### src/rtl/memory_pipe_responder.sv
// Memory pipe responder: queues arbiter requests, issues them to backing memory,
// and returns read data / store acks in order. Define MEMORY_PIPE_RESPONDER_MMU_FLAGS_EN to return MMU flags.
module memory_pipe_responder #(
  parameter int P_DEPTH   = 4,
  parameter int P_DEPTH_N = 2
) (
  input  logic        iCLOCK,
  input  logic        inRESET,
  input  logic        iREQ_VALID,
  output logic        oREQ_LOCK,
  input  logic        iREQ_STORE_ACK,
  input  logic [1:0]  iREQ_MMU_MODE,
  input  logic [2:0]  iREQ_MMU_PS,
  input  logic [1:0]  iREQ_ORDER,
  input  logic [3:0]  iREQ_MASK,
  input  logic        iREQ_RW,
  input  logic [31:0] iREQ_ADDR,
  input  logic [31:0] iREQ_DATA,
  output logic        oRESP_VALID,
  input  logic        iRESP_BUSY,
  output logic        oRESP_STORE_ACK,
  output logic [63:0] oRESP_DATA,
  output logic [23:0] oRESP_MMU_FLAGS,
  output logic        oMEM_REQ,
  input  logic        iMEM_LOCK,
  output logic        oMEM_RW,
  output logic [3:0]  oMEM_MASK,
  output logic [31:0] oMEM_ADDR,
  output logic [31:0] oMEM_DATA,
  input  logic        iMEM_VALID,
  output logic        oMEM_BUSY,
  input  logic [63:0] iMEM_DATA
);

  typedef struct packed {
    logic        storeAck;
    logic [1:0]  mmuMode;
    logic [2:0]  mmuPs;
    logic [1:0]  order;
    logic [3:0]  mask;
    logic        rw;
    logic [31:0] addr;
    logic [31:0] data;
  } cmd_t;

`ifdef MEMORY_PIPE_RESPONDER_MMU_FLAGS_EN
  typedef struct packed {
    logic       rw;
    logic       storeAck;
    logic [1:0] mmuMode;
    logic [2:0] mmuPs;
  } tag_t;
`else
  typedef struct packed {
    logic rw;
    logic storeAck;
  } tag_t;
`endif

  typedef enum logic {
    RESP_EMPTY = 1'b0,
    RESP_HOLD  = 1'b1
  } resp_state_t;

  localparam logic [P_DEPTH_N:0]   LP_FULL = (P_DEPTH_N + 1)'(P_DEPTH);
  localparam logic [P_DEPTH_N-1:0] LP_LAST = P_DEPTH_N'(P_DEPTH - 1);

  cmd_t                 r_cmdMem [P_DEPTH];
  tag_t                 r_pendMem [P_DEPTH];
  logic [P_DEPTH_N-1:0] r_cmdWr, r_cmdRd, r_pendWr, r_pendRd;
  logic [P_DEPTH_N:0]   r_cmdCount, r_pendCount;
  resp_state_t          r_respState;
  logic                 r_respStoreAck;
  logic [63:0]          r_respData;

  cmd_t w_cmdIn, w_cmdHead;
  tag_t w_tagIn, w_pendHead;
  logic w_reqPush, w_cmdPop, w_pendPop, w_respLoad;

  function automatic logic [P_DEPTH_N-1:0] f_nextPtr(input logic [P_DEPTH_N-1:0] ptr);
    return (ptr == LP_LAST) ? '0 : ptr + 1'b1;
  endfunction

  // Lock looks only at the registered count, so a same-cycle pop never lets a request in at full.
  assign oREQ_LOCK  = (r_cmdCount == LP_FULL);
  assign w_reqPush  = iREQ_VALID && !oREQ_LOCK;
  assign w_cmdHead  = r_cmdMem[r_cmdRd];
  assign oMEM_REQ   = (r_cmdCount != '0) && (r_pendCount != LP_FULL);
  assign w_cmdPop   = oMEM_REQ && !iMEM_LOCK;
  assign oMEM_RW    = w_cmdHead.rw;
  assign oMEM_MASK  = w_cmdHead.mask;
  assign oMEM_ADDR  = w_cmdHead.addr;
  assign oMEM_DATA  = w_cmdHead.data;

  assign w_cmdIn = '{storeAck: iREQ_STORE_ACK, mmuMode: iREQ_MMU_MODE, mmuPs: iREQ_MMU_PS,
                     order: iREQ_ORDER, mask: iREQ_MASK, rw: iREQ_RW,
                     addr: iREQ_ADDR, data: iREQ_DATA};

`ifdef MEMORY_PIPE_RESPONDER_MMU_FLAGS_EN
  assign w_tagIn = '{rw: w_cmdHead.rw, storeAck: w_cmdHead.storeAck,
                     mmuMode: w_cmdHead.mmuMode, mmuPs: w_cmdHead.mmuPs};
`else
  assign w_tagIn = '{rw: w_cmdHead.rw, storeAck: w_cmdHead.storeAck};
`endif

  assign oMEM_BUSY   = (r_respState == RESP_HOLD) && iRESP_BUSY;
  assign w_pendHead  = r_pendMem[r_pendRd];
  assign w_pendPop   = iMEM_VALID && !oMEM_BUSY && (r_pendCount != '0);
  assign w_respLoad  = w_pendPop && (!w_pendHead.rw || w_pendHead.storeAck);

  assign oRESP_VALID     = (r_respState == RESP_HOLD);
  assign oRESP_STORE_ACK = r_respStoreAck;
  assign oRESP_DATA      = r_respData;

  always_ff @(posedge iCLOCK) begin
    if (w_reqPush) r_cmdMem[r_cmdWr] <= w_cmdIn;
    if (w_cmdPop)  r_pendMem[r_pendWr] <= w_tagIn;
  end

  always_ff @(posedge iCLOCK or negedge inRESET) begin
    if (!inRESET) begin
      r_cmdWr     <= '0;
      r_cmdRd     <= '0;
      r_cmdCount  <= '0;
      r_pendWr    <= '0;
      r_pendRd    <= '0;
      r_pendCount <= '0;
    end else begin
      if (w_reqPush) r_cmdWr  <= f_nextPtr(r_cmdWr);
      if (w_cmdPop)  r_cmdRd  <= f_nextPtr(r_cmdRd);
      if (w_cmdPop)  r_pendWr <= f_nextPtr(r_pendWr);
      if (w_pendPop) r_pendRd <= f_nextPtr(r_pendRd);
      case ({w_reqPush, w_cmdPop})
        2'b10:   r_cmdCount <= r_cmdCount + 1'b1;
        2'b01:   r_cmdCount <= r_cmdCount - 1'b1;
        default: r_cmdCount <= r_cmdCount;
      endcase
      case ({w_cmdPop, w_pendPop})
        2'b10:   r_pendCount <= r_pendCount + 1'b1;
        2'b01:   r_pendCount <= r_pendCount - 1'b1;
        default: r_pendCount <= r_pendCount;
      endcase
    end
  end

  // A completion popped while the old response leaves reloads the register back-to-back.
  always_ff @(posedge iCLOCK or negedge inRESET) begin
    if (!inRESET) begin
      r_respState    <= RESP_EMPTY;
      r_respStoreAck <= 1'b0;
      r_respData     <= '0;
    end else if (w_respLoad) begin
      r_respState    <= RESP_HOLD;
      r_respStoreAck <= w_pendHead.rw;
      r_respData     <= w_pendHead.rw ? 64'h0 : iMEM_DATA;
    end else if ((r_respState == RESP_HOLD) && !iRESP_BUSY) begin
      r_respState    <= RESP_EMPTY;
    end
  end

`ifdef MEMORY_PIPE_RESPONDER_MMU_FLAGS_EN
  logic [23:0] r_respFlags;

  always_ff @(posedge iCLOCK or negedge inRESET) begin
    if (!inRESET) begin
      r_respFlags <= '0;
    end else if (w_respLoad) begin
      r_respFlags <= {19'h0, w_pendHead.mmuPs, w_pendHead.mmuMode};
    end
  end

  assign oRESP_MMU_FLAGS = r_respFlags;
`else
  assign oRESP_MMU_FLAGS = 24'h0;
`endif

endmodule
### config.mk
export PLATFORM = sky130hd
export DESIGN_NAME = memory_pipe_responder
export DESIGN_NICKNAME = d
export VERILOG_FILES = /design/src/rtl/memory_pipe_responder.sv
export SDC_FILE = /design/constraint.sdc
export NUM_CORES = 1
export LEC_CHECK = 0
export ABC_AREA = 1
export ABC_CLOCK_PERIOD_IN_PS = 4000
export CORE_MARGIN = 2
export CORE_UTILIZATION = 46
export CTS_CLUSTER_DIAMETER = 50
export DETAILED_ROUTE_END_ITERATION = 12
export MAX_ROUTING_LAYER = met4
export PLACE_DENSITY = 0.81
export SLEW_MARGIN = 0
export SYNTH_ARGS = -nofsm -noshare
export SYNTH_HDL_FRONTEND = slang
export SYNTH_SLANG_ARGS = --single-unit
### constraint.sdc
create_clock -name iCLOCK -period 4 [get_ports iCLOCK]
set_input_delay 0.4 -clock iCLOCK [delete_from_list [all_inputs] [get_ports iCLOCK]]
set_output_delay 0.4 -clock iCLOCK [all_outputs]
set_load 0.02 [all_outputs]
== Word-level counts from Yosys, hierarchy flattened ==
Memories as Yosys holds them, arrays and structs flattened.
Cells that the tools add are included.
Cells by class
  multiplexer cells: 13
  reductions and logical operators: 19
  equality and inequality tests: 10
  $add $sub $neg: 8
Operators by type and width (number)
  $mux W64: 1
  $eq A2 B2 Y1 const B: 6
  $pmux W3 S2: 2
  $add A2 B1 Y2 const B: 4
  $logic_and A1 B1 Y1: 8
  $mux W2: 4
  $add A3 B1 Y3 const B: 2
  $mux W1: 6
  $reduce_bool A2 Y1: 3
  $reduce_bool A3 Y1: 2
  $sub A3 B1 Y3 const B: 2
  $logic_not A1 Y1: 5
  $eq A2 B1 Y1 const B: 2
  $eq A3 B3 Y1 const B: 1
  $ne A3 B3 Y1 const B: 1
  $logic_or A1 B1 Y1: 1
Word-level totals
  register bits after elaboration: 80
  bits in writable memories: 316
  input port bits: 147
  output and inout port bits: 162
  memories kept: 2
  logic and storage cells: 61
Memories
  r_cmdMem: depth 4, width 77, rd ports 1, clocked after memory_dff 0, wr ports 1, line 68  | cmd_t r_cmdMem [P_DEPTH];
  r_pendMem: depth 4, width 2, rd ports 1, clocked after memory_dff 0, wr ports 1, line 69  | tag_t r_pendMem [P_DEPTH];

== Depth between registers and ports, before layout ==
Gate-level depths: netlist (run 1).
  depth in word-level cells: 6
  depth in mapped cells: 11
  depth with buffers taken out: 11

== Least setup slack after synthesis (run 1) ==
No wires, ideal clock.
  kind: reg-to-reg
  start point: register r_cmdCount[0]
  end point: memory r_cmdMem[0][0] (netlist bit), enable pin
  data arrival time: 3630 ps
  slack: -129 ps
  library setup time: 499 ps
  period minus slack after synthesis: 4129 ps
  stages on the path, launching flop included: 5
  cell sequence: dfrtp_1 > inv_1 > nand3_1 > nand2_1 > nor2_1
On the way
  cells in the longest elaborated chain, start to end: 5
RTL lines
  from (decl): line 71  | logic [P_DEPTH_N:0] r_cmdCount, r_pendCount;
  from (signal assigned): line 134  | 2'b10: r_cmdCount <= r_cmdCount + 1'b1;
  from (signal assigned): line 135  | 2'b01: r_cmdCount <= r_cmdCount - 1'b1;
  from (signal assigned): line 136  | default: r_cmdCount <= r_cmdCount;
  $eq A3 B3 Y1: line 85  | assign oREQ_LOCK = (r_cmdCount == LP_FULL);
  $logic_not A1 Y1: line 86  | assign w_reqPush = iREQ_VALID && !oREQ_LOCK;
  $logic_and A1 B1 Y1: line 86
  $mux W1: line 116  | if (w_reqPush) r_cmdMem[r_cmdWr] <= w_cmdIn;
  $mux W1 (implied by the code): line 116
  to (decl): line 68
Every way passes these cells.

== Worst setup path after layout (run 1) ==
  start point: register r_cmdRd[1]
  end point: output port oMEM_DATA[10]
On the way
  cells in the longest elaborated chain, start to end: 1
RTL lines
  from (decl): line 70  | logic [P_DEPTH_N-1:0] r_cmdWr, r_cmdRd, r_pendWr, r_pendRd;
  from (signal assigned): line 130  | if (w_cmdPop) r_cmdRd <= f_nextPtr(r_cmdRd);
  $mem_v2 Z4 W77
  to (decl): line 29  | output logic [31:0] oMEM_DATA,
Every way passes these cells.

==> impl_results.md, run 1 <==
- CTS resizes: 0
- Die outline width: 183 um
- Rel. slew slack: 0.219
- DP Worst Slack: approximately 1.2 ns
- Worst Tran Pin Value: approximately 1.2 ns
- Post-synthesis mux area share: 0
- Sw frac: 0.360
- Vias in the first global route: 9,442
- DR pass1 iterations: 5
- Post-synth EDFFs: between 200 and 300
- Initial DRC Count: approximately 640
- Cell count after synthesis: around 1,200
- Post-CTS Setup Inserts: 0
- Final Slew Violations: 0
- WL/cell: between 15 and 20 um
- Total CTS buffers: 40
- Die height: between 150 and 200 um
- Combinational share of power: 0.395
- Peak fanout along the critical path: 52
- Setup violators final: 0
- RSZ-0062 raised after global routing: no
- Sw power: 5480 uW
- Core area: between 30,000 and 40,000 um2
- Critical Path Sink Type: output pin
- Filler cells: 2,393
- Final ANT Viol Nets: 0
- Final std cells w/o fill: 1,815
- Peak VDD IR: 0.000666 V
- Sequential area share after synthesis: 0.721
- Min Tclk post-route: around 3.3 ns
- Vias: about 9,400
- Yosys warning count: 0
- Initial antenna violation count: 1
- Worst R2R Setup Slack: 1.75 ns
- Layout Area Growth over Synthesis: 26.7%
- GR Util All Layers: 0.198
- Startpoint Class: flip-flop
- Final Skew: roughly 0.023 ns
- P_int: 9730 uW
- Min-delay worst type: in2async
- Reg clk slew, reported paths: around 0.060 ns
- Root buf cell: clkbuf_16
- Synth Area in Simple Gates: 0.102
- Via density per instance: between 5 and 6
- Clk pwr share: 0.246
- Yosys reg bits: about 370
- LEAKAGE: 0.00700 uW
- Nets: between 1,500 and 2,000
- First-pass GRT wire length: 50.5 mm
- PD cells: around 810 nW/um2
- Total routed wirelength: approximately 33 mm
- CTS Sinks: around 370
- PnR worst setup slack: between 0.7 and 0.8 ns
- Prevailing post-synth register cell: edfxtp_1
- Cts hold-fix bufs: 0
- CP required: roughly 3.6 ns
- Register share of total power: 0.359
- Final period utilization: 0.824
- Setup Crit Path Kind: reg2out
- Most frequent cells after synthesis: 288 x edfxtp_1, 151 x nand2_1, 151 x nor2_1, 150 x o21ai_0, 93 x buf_4
- Clk_lat worst skew: 0.52 ns
- Drt drc: 0
- Post-Syn Area: 14,800 um2
- Grt total ovfl: 0
- Max-cap violations: 0
- Port buffer count: about 280
- Largest net degree at the start of global routing: about 140
- Status: finished, final reports clean
- Starting Density: 0.468
- Num ports: approximately 310
- Max clock buf depth: 3
- Critical path arrival: between 2 and 3 ns
- Synth Area in Adders: 0.0129
- CTS tree: yes
- Worst Reg-to-Reg Cells: 9
- Xor/xnor share of the synthesized area: 0.00237
- H-tree levels: 2
- Cell variety after synth: 22
- Gpl congestion: 0.742
- FP Rows: 65
- Combinational family with the most area after synthesis: simple AND/OR/NAND/NOR gates
- Syn_area_per_cell: between 10 and 15 um2
- Synth area leaders: edfxtp_1 59%, dfrtp_1 14%, o21ai_0 5.1%
- Most common cell in the netlist: edfxtp_1
- Post-DP HPWL: between 15 and 20 mm
- Layout cells sized above 1: 0.0644
- Final hold viol count: 0
- Synth top area share: 0.586
- Post-synthesis async set-or-reset flop share: 0.217
- Area leader, netlist: edfxtp_1
- Fmax: about 300 MHz
- Compound-Gate Fraction of Synth Area: 0.0836
- Post-Place Cells: around 1,700
- Die area: about 34,000 um2
-- worst paths after layout --
path | from | end
min in group iCLOCK | iMEM_DATA[61] | oRESP_DATA[61]
worst max register to register | r_cmdCount[0] | r_cmdCount[2]
worst max-delay path | r_cmdRd[1] | oMEM_DATA[10]
max in group asynchronous | inRESET | r_cmdRd[0]
worst min register to register | r_cmdCount[0] | r_cmdCount[0]
worst min-delay path | inRESET | oRESP_DATA[48]
-- critical path, stage by stage, from the launching register on --
cell,delay (ns)
dfrtp_2,0.66
buf_4,0.57
o21ai_0,0.20
o22ai_1,0.27
clkdlybuf4s50_1,0.66
-- cell usage in the layout (no fill, tap or decap) --
cell	synthesis	routed
edfxtp_1	288	288
clkdlybuf4s50_1	0	276
o21ai_0	150	150
nand2_1	151	150
nor2_1	151	147
dfrtp_1	80	78
nand3_1	72	72
o22ai_1	70	70
clkbuf_16	0	42
inv_1	32	30
conb_1	1	24
ha_1	12	12
clkbuf_1	37	10
buf_4	93	8
buf_12	0	7
a21oi_1	6	6
clkinv_2	0	6
bufinv_16	0	5
nor2_4	0	4
inv_2	2	3
inv_6	0	3
nor2_2	2	2
nand2_2	1	2
xnor2_1	2	2
xor2_1	2	2
fa_1	2	2
clkbuf_8	0	2
clkinv_1	0	2
diode_2	0	1
inv_4	0	1
a21oi_4	1	1
clkinvlp_4	0	1
clkinv_4	0	1
clkinv_8	0	1
dfrtp_4	0	1
dfrtp_2	0	1
-- sequential cells by signal, indices dropped and copies added, names as in the netlist --
register and count:
r_cmdMem 280, oRESP_DATA 64, r_pendMem 8, r_cmdCount 3
r_pendCount 3, r_cmdRd 2, r_cmdWr 2, r_pendRd 2
r_pendWr 2, oRESP_STORE_ACK 1, oRESP_VALID 1
-- cell type report --
| type | instances | area (um2) | area share |
|---|---|---|---|
| repair buffers | 291 | 2960 | 0.158 |
| clock buffers | 54 | 1120 | 0.0596 |
| inverters | 34 | 130 | 0.00695 |
| clock inverters | 19 | 246 | 0.0132 |
| diodes | 1 | 2.50 | 0.000134 |
| well taps | 402 | 503 | 0.0269 |
| flip-flops and latches | 368 | 10700 | 0.569 |
| multi-input cells | 646 | 3100 | 0.165 |
-- per-stage QoR --
stage / area [um2] / hold WS [ns] / total power [uW] / TNS [ns] / util
4_1_cts: 18700 / 0.0649 / 15400 / 0 / 0.593
3_5_place_dp: 17300 / 0.469 / 11600 / 0 / 0.550
2_1_floorplan: 14900 / 0.104 / 9640 / -36.05 / -
5_1_grt: 18700 / 0.111 / 16100 / 0 / 0.593
3_3_place_gp: 17300 / 0.462 / 11400 / 0 / 0.550
6_report: 18700 / 0.0294 / 15200 / 0 / 0.593
-- power by group through the flow --
stage	clock, uW	combinational, uW	sequential (uW)
detailed placement	0	6050	5530
finish	3740	6020	5460
global placement	0	5920	5490
global route	3970	6570	5540
floorplan	0	3820	5820
CTS	3800	6090	5460
-- cell families (layout without fill, tap and decap cells) --
family | count (synthesis) | count (layout)
xor gates and xnor gates | 4 | 4
adders and majority gates | 14 | 14
AOI/OAI and AO/OA | 227 | 227
other | 1 | 25
and+or+nand+nor | 377 | 377
buffers and inverters | 191 | 398
DFF | 368 | 368
-- per-layer routing --
metal,vias up,track usage,part of all wire
met4,0,0.0483,0.015
met2,334,0.335,0.49
met5,-,-,0
met1,4536,0.225,0.39
li1,4461,-,-
met3,38,0.0689,0.099
Note: power is estimated with default switching activity, not from simulation.
==> run 2, diff against run 1 <==
--- a/config.mk
+++ b/config.mk
@@ -6,7 +6,7 @@
 export NUM_CORES = 1
 export LEC_CHECK = 0
 export ABC_AREA = 1
-export ABC_CLOCK_PERIOD_IN_PS = 4000
+export ABC_CLOCK_PERIOD_IN_PS = 2700
 export CORE_MARGIN = 2
 export CORE_UTILIZATION = 46
 export CTS_CLUSTER_DIAMETER = 50
==> constraint.sdc (replaced) <==
create_clock -name iCLOCK -period 2.7 [get_ports iCLOCK]
set_input_delay 0.27 -clock iCLOCK [delete_from_list [all_inputs] [get_ports iCLOCK]]
set_output_delay 0.27 -clock iCLOCK [all_outputs]
set_load 0.02 [all_outputs]
==> run 2 against run 1 <==
Effect of this change: non-clock buffer count increased by 12; clock power up 42%; register-to-register slack got worse by 1.3 ns; via count up 2.5%; routed wire length is 4.0% higher; worst hold slack improved by 0.26 ns; critical endpoint is now oMEM_ADDR[18].
==> impl_results.md, run 2 (same netlist as run 1, synthesis figures left out) <==
- Total CTS buffers: 41 (+2.5%)
- Max clock buf depth: 3 (unchanged)
- Largest Register: r_cmdMem
- Min-delay worst type: in2reg
- Setup Crit Path Kind: reg2out
- Final core occ: 0.598 (+0.00468)
- Num ports: 309 (unchanged)
- Core area: 31,600 um2 (unchanged)
- Min Tclk post-route: 2.60 ns
- Most frequent cells in the layout: 288 x edfxtp_1, 212 x clkdlybuf4s50_1, 150 x o21ai_0, 150 x nand2_1, 147 x nor2_1
- CTS tree: yes
- CP required: 2.43 ns (-1.17 ns)
- Die outline width: 183 um (unchanged)
- CTS Sinks: 368 (unchanged)
- PD cells: 1180 nW/um2 (+46%)
- Setup TNS: 0 ns (unchanged)
- Clk pwr share: 0.238 (-0.008)
- Largest net degree at the start of global routing: 72 (-50%)
- Final Slew Violations: 0 (unchanged)
- Reg clk slew, reported paths: 0.06 ns (about the same)
- Post-DP HPWL: 19.6 mm (+0.25%)
- Register share of total power: 0.362 (+0.003)
- Combinational share of power: 0.399 (+0.004)
- Critical Path Sink Type: output pin
- First-pass GRT wire length: 52.0 mm (+3.0%)
- Sw frac: 0.371 (+0.0104)
- Root buf cell: clkbuf_16
- Vias in the first global route: 9,946 (+5.3%)
- Final ANT Viol Nets: 0 (unchanged)
- Fmax: 384 MHz
- Post-CTS Setup Inserts: 0 (unchanged)
- DR pass1 iterations: 5 (unchanged)
- Drt drc: 0 (unchanged)
- Initial antenna violation count: 2 (+1)
- Total routed wirelength: 33.9 mm (+4.0%)
- Via density per instance: 5.25 (+1.7%)
- Commonest non-fill, non-tap cell in the layout: edfxtp_1
- Max-cap violations: 0 (unchanged)
- Peak VDD IR: 0.000765 V (+15%)
- Filler cells: 2,389 (-0.17%)
- FP Rows: 65 (unchanged)
- Sw power: 8270 uW (+51%)
- Die area: 33,600 um2 (unchanged)
- Setup violators final: 0 (unchanged)
- P_int: 14,000 uW (+44%)
- Startpoint Class: flip-flop
- Clk_lat worst skew: 0.53 ns (about the same)
- Status: finished, final reports clean
- Gpl congestion: 0.767 (+3.3%)
- RSZ-0062 raised after global routing: no
- Layout Area Growth over Synthesis: 27.7%
- GR Util All Layers: 0.205 (+0.00789)
- LEAKAGE: 0.00731 uW (+4.4%)
- Final period utilization: 0.964
- Rel. slew slack: 0.519 (+0.300)
- Peak fanout along the critical path: 33 (-37%)
- Final Skew: 0.0127 ns (-0.0102 ns)
- Critical path arrival: 2.33 ns (-0.57 ns)
- Vias: 9,600 (+2.5%)
- Layout cells sized above 1: 0.0702 (+0.00573)
- Die height: 183 um (unchanged)
- Grt total ovfl: 0 (unchanged)
- Nets: 1,555 (+0.84%)
- Starting Density: 0.468 (unchanged)
- Final hold viol count: 0 (unchanged)
- Port buffer count: 277 (unchanged)
- H-tree levels: 2 (unchanged)
- Worst Tran Pin Value: 0.721 ns (-0.446 ns)
- Max reg flops: 280 (unchanged)
- WL/cell: 18.6 um (+3.2%)
- Initial DRC Count: 661 (+4.1%)
==> run 2: cell types whose count changed in the layout (fill, tap and decap cells not counted), sizes merged, moves of 3 or more <==
cell	delta
bufinv	-3
dlymetal6s2s	+18
dlygate4sd2	+43
clkbuf	+4
buf	+10
clkdlybuf4s50	-64
==> run 2: critical path, stage by stage, from the launching register on <==
cell and delay [ns]:
dfrtp_4 0.55, inv_8 0.19, buf_12 0.21, o21ai_0 0.10, o22ai_1 0.12, clkdlybuf4s50_1 0.62
==> run 2: layout make-up <==
type                    count  area (um2)  share of cell area
clock inverters            18         188             0.00995
multi-input cells         646        3100               0.164
inverters                  34         138             0.00730
diodes                      2        5.00            0.000265
repair buffers            303        3160               0.168
clock buffers              56        1110              0.0590
flip-flops and latches    368       10700               0.565
well taps                 402         503              0.0267
==> run 2: power groups by stage <==
stage / Sequential [uW] / Clock, uW / Combinational [uW]
finish: 8090 / 5310 / 8910
global route: 8200 / 5660 / 9730
CTS: 8080 / 5410 / 9090
detailed placement: 8160 / 0 / 9180
global placement: 8100 / 0 / 8980
floorplan: 8570 / 0 / 5670
==> run 2: path summary, 6_finish.rpt <==
path	from	to	slack, ns	cells past startpoint
worst max-delay path	r_cmdRd[0]	oMEM_ADDR[18]	0.1	5
worst min-delay path	iMEM_DATA[35]	oRESP_DATA[35]	0.29	3
worst max register to register	r_pendCount[1]	r_pendCount[2]	0.47	12
worst min register to register	r_cmdCount[0]	r_cmdCount[0]	0.48	1
max in group asynchronous	inRESET	oRESP_DATA[44]	1.64	3
min in group asynchronous	inRESET	oRESP_DATA[38]	0.36	2
==> run 2: per-stage QoR <==
stage,cells,instance area [um2],total power (uW),setup WS (ns),hold WS [ns]
2_1_floorplan,1205,14900,14200,-0.298,-0.0256
3_3_place_gp,1750,17500,17100,0.380,0.368
3_5_place_dp,1750,17500,17300,0.357,0.376
4_1_cts,1827,18800,22600,0.00304,0.266
5_1_grt,1829,18900,23600,0.00122,0.280
6_report,1829,18900,22300,0.0983,0.290
==> run 2: repair_timing <==
item / 4_1_cts / 5_1_grt
resized for setup: 50 / 22
hold buffers: 1 / 0
gates cloned: 2 / 0
endpoints found under the setup margin: 64 / 20
endpoints found under the hold margin: 55 / 0
==> run 2: metal layers <==
layer / global-route usage / part of all wire
met4: 0.0774 / 0.032
met5: - / 0
met1: 0.226 / 0.37
met3: 0.0685 / 0.10
met2: 0.347 / 0.49
==> RTL change 1: new RTL, settings of run 2 <==
Set the parameter `P_DEPTH_N` to 1 (it was 2).
--- a/src/rtl/memory_pipe_responder.sv
+++ b/src/rtl/memory_pipe_responder.sv
@@ -2,7 +2,7 @@
 // and returns read data / store acks in order. Define MEMORY_PIPE_RESPONDER_MMU_FLAGS_EN to return MMU flags.
 module memory_pipe_responder #(
   parameter int P_DEPTH   = 4,
-  parameter int P_DEPTH_N = 2
+  parameter int P_DEPTH_N = 1
 ) (
   input  logic        iCLOCK,
   input  logic        inRESET,
Formal check against the unedited RTL: not equivalent (a bounded check fails within 4 cycles, from zero or initial values and one cycle with inRESET low).
==> RTL change 1 against run 2 <==
Setup slack improved by 30 ps; final area decreased by 35%; register-to-register slack improved by 500 ps; routed wire length decreased by 40%; clock power decreased by 34%; synthesized area decreased by 39%; sequential cell count decreased by 150; worst hold slack improved by 16 ps; first-iteration DRC count decreased by 69%; cell count decreased by 29%; sequential share of layout area decreased by 6.3 points; core utilization increased by 4.1 points; power decreased by 34%; critical path type unchanged; critical endpoint is now oMEM_ADDR[21].
==> RTL change 1: results (changes against run 2) <==
metric	value	unit	change
Nets	1168		-25%
pre-CTS setup slack	611	ps	+254 ps
cell count of the worst reg-to-reg path	6		-6
Synth Area in XOR/XNOR	0.684	%	+0.45 points
hold_sp	iMEM_DATA[26]		
Via Count	6097		-36%
CP Max Fanout	48		+45%
clk cell area share	7.12	%	+0.22 points
GPL Wtd Cong	0.753		-1.9%
met1 Track Usage GR	20.9	%	-1.7 points
TritonRoute pass-1 iters	4		-1
library cells used by synthesis	20		-9.1%
largest cells by area after synthesis	edfxtp_1, dfrtp_1, nand2_1		
met2 WL	10.1	mm	-40%
multi-input logic area	0.00193	mm²	-38%
Non-CTS inverters	17		-50%
Fillers	1444		-40%
Post-synth EDFFs	144		-50%
Synth Area in Compound Gates	0.0559	%	-8.3 points
first-pass GRT wire length	30.0	mm	-42%
Tightest Pin Transition	952	ps	+231 ps
n_diodes	1		-1
register-to-register setup slack	970	ps	+500 ps
sequential fraction of the synthesis area	68.9	%	-3.2 points
worst clock skew	23.2	ps	+10.4 ps
nonclk buf count	288		-5.0%
non-clk buf share	23.7	%	+7.0 points
#MultiIn Comb	468		-28%
Leakage	0.00526	µW	-28%
Critical Path Source	r_cmdRd		
syn avg cell area	11.1	µm²	-11%
worst r2r dst	r_pendCount[1]		
DR vias/cell	4.67		-11%
status	complete, no violations		
net switching power	5450	µW	-34%
First DRT Iteration DRCs	204		-69%
H-tree depth	1		-1
Core Util, Final	63.8	%	+4.1 points
==> RTL change 1: worst max path at each step <==
stage	end	slack, ps	cells after the start
finish	oMEM_ADDR[21]	130	5
global placement	oMEM_DATA[18]	630	4
floorplan	r_cmdMem[1][0]	-200	4
detailed placement	oMEM_ADDR[12]	610	5
global route	oMEM_ADDR[11]	20	5
CTS	oMEM_ADDR[3]	30	5
==> RTL change 1: logic make-up after synthesis <==
group / count (synthesis)
flip-flops: 218
adder cells (fa/ha/maj): 2
AND/OR/NAND/NOR: 434
other: 1
XOR/XNOR: 7
buffers and inverters: 144
AO/OA/AOI/OAI: 1
==> RTL change 1: power by group through the flow <==
stage                     Sequential (µW)  Clock [µW]  Combinational [µW]
after floorplan                      5560           0                3600
after global placement               5070           0                6130
after detailed placement             5110           0                6220
after CTS                            5060        3550                6270
after global routing                 5150        3680                6680
final                                5060        3480                6190
==> RTL change 2: new RTL, config.mk and constraints of run 2 <==
Made on the original files. The option `MEMORY_PIPE_RESPONDER_MMU_FLAGS_EN` is turned on by a define.
--- a/src/rtl/memory_pipe_responder.sv
+++ b/src/rtl/memory_pipe_responder.sv
@@ -1,5 +1,7 @@
 // Memory pipe responder: queues arbiter requests, issues them to backing memory,
 // and returns read data / store acks in order. Define MEMORY_PIPE_RESPONDER_MMU_FLAGS_EN to return MMU flags.
+`define MEMORY_PIPE_RESPONDER_MMU_FLAGS_EN
+
 module memory_pipe_responder #(
   parameter int P_DEPTH   = 4,
   parameter int P_DEPTH_N = 2
Formal check against the unedited RTL: not equivalent (a bounded check fails within 4 cycles, from zero or initial values and one cycle with inRESET low).
==> RTL change 2 against run 2 <==
Clock power up 5.6%; synthesized area up 11%; core utilization down 1.2 points; final area up 9.7%; cell count up 10%; setup slack better by 52 ps; power up 8.6%; sequential cell count up 45; routed wire length up 9.5%.
==> RTL change 2: results (changes against run 2) <==
metric	value	unit	change
status	complete, no violations		
First DRT Iteration DRCs	598		-9.5%
placed cell areas	0.0193	mm²	+10%
adder-cell share of the synthesized area	1.16	%	-0.13 points
Fillers	2653		+11%
R2R Path Start	r_cmdCount[0]		
first-pass GRT wire length	55.1	mm	+6.0%
Nets	1677		+7.8%
TritonRoute pass-1 iters	7		+2
worst hold path class	in -> async		
net switching power	8970	µW	+8.4%
fin crit period	2550	ps	-52.3 ps
VDD IR-drop max	1070	µV	+40%
worst r2r dst	r_cmdCount[2]		
max incr delay on CP	530	ps	-90 ps
Synth Area in Compound Gates	8.54	%	+0.18 points
largest net degree at the start of global routing	77		+6.9%
grt met3 use	8.00	%	+1.2 points
syn avg cell area	12.6	µm²	+1.1%
Placed Cells incl. Taps	1926		+10%
initial antenna violation count	4		+2
Finished Layout Cells	2013		+10%
combinational power share	39.1	%	-0.8 points
buffers added on ports	287		+3.6%
max reg flops	300		+7.1%
share of layout cells above drive strength 1	6.92	%	-0.096 points
pre-CTS setup slack	360	ps	+3.42 ps
CP max stage cell	dfrtp_4		
Synth Area in XOR/XNOR	0.214	%	-0.023 points
CP top delay family	buffers and inverters		
post-CTS sizing	70		+40%
Leakage	0.00784	µW	+7.2%
met2 usage	33.7	%	-0.98 points
Clock Power Share	23.2	%	-0.6 points
library cells used by synthesis	23		+4.5%
met2 WL	18.3	mm	+9.7%
Via Count	10516		+9.5%
CTS Buf Count	43		+4.9%
worst clock skew	22.8	ps	+10.1 ps
Post-CTS Setup Inserts	1		+1
largest cells by area after synthesis	edfxtp_1, dfrtp_1, o21ai_0		
Initial Util	46.3	%	-0.47 points
Total Routing Usage GR	20.0	%	-0.54 points
list of most frequent post-synthesis cells	edfxtp_1, nor2_1, o21ai_0		
Logic power comb	9460	µW	+6.2%
Post-synth EDFFs	328		+14%
sequential fraction of the synthesis area	73.2	%	+1.1 points
[RTL change 2: cell count changes after synthesis, moves of 4 or more]
| cell | change |
|---|---|
| edfxtp_1 | +40 |
| nor2_1 | +21 |
| nand3_1 | +5 |
| nand2_1 | +10 |
| o21ai_0 | +20 |
| buf_6 | -6 |
| dfrtp_1 | +5 |
| buf_1 | +4 |
| o22ai_1 | +10 |
[RTL change 2: area by class of cell]
cell class	count	share of cell area [%]
well taps	461	2.79
clock inverters	25	1.13
repair buffers	317	15.8
inverters	34	0.629
flip-flops and latches	413	57.9
clock buffers	50	5.33
diodes	6	0.0726
multi-input cells	707	16.3
[RTL change 2: how the worst min path moves through the flow]
stage	slack, ps	endpoint
after global routing	230	oRESP_DATA[48]
after detailed placement	300	oRESP_DATA[39]
final	250	oRESP_DATA[60]
after CTS	210	oRESP_DATA[48]
after floorplan	-30	oRESP_DATA[0]
after global placement	300	oRESP_DATA[39]
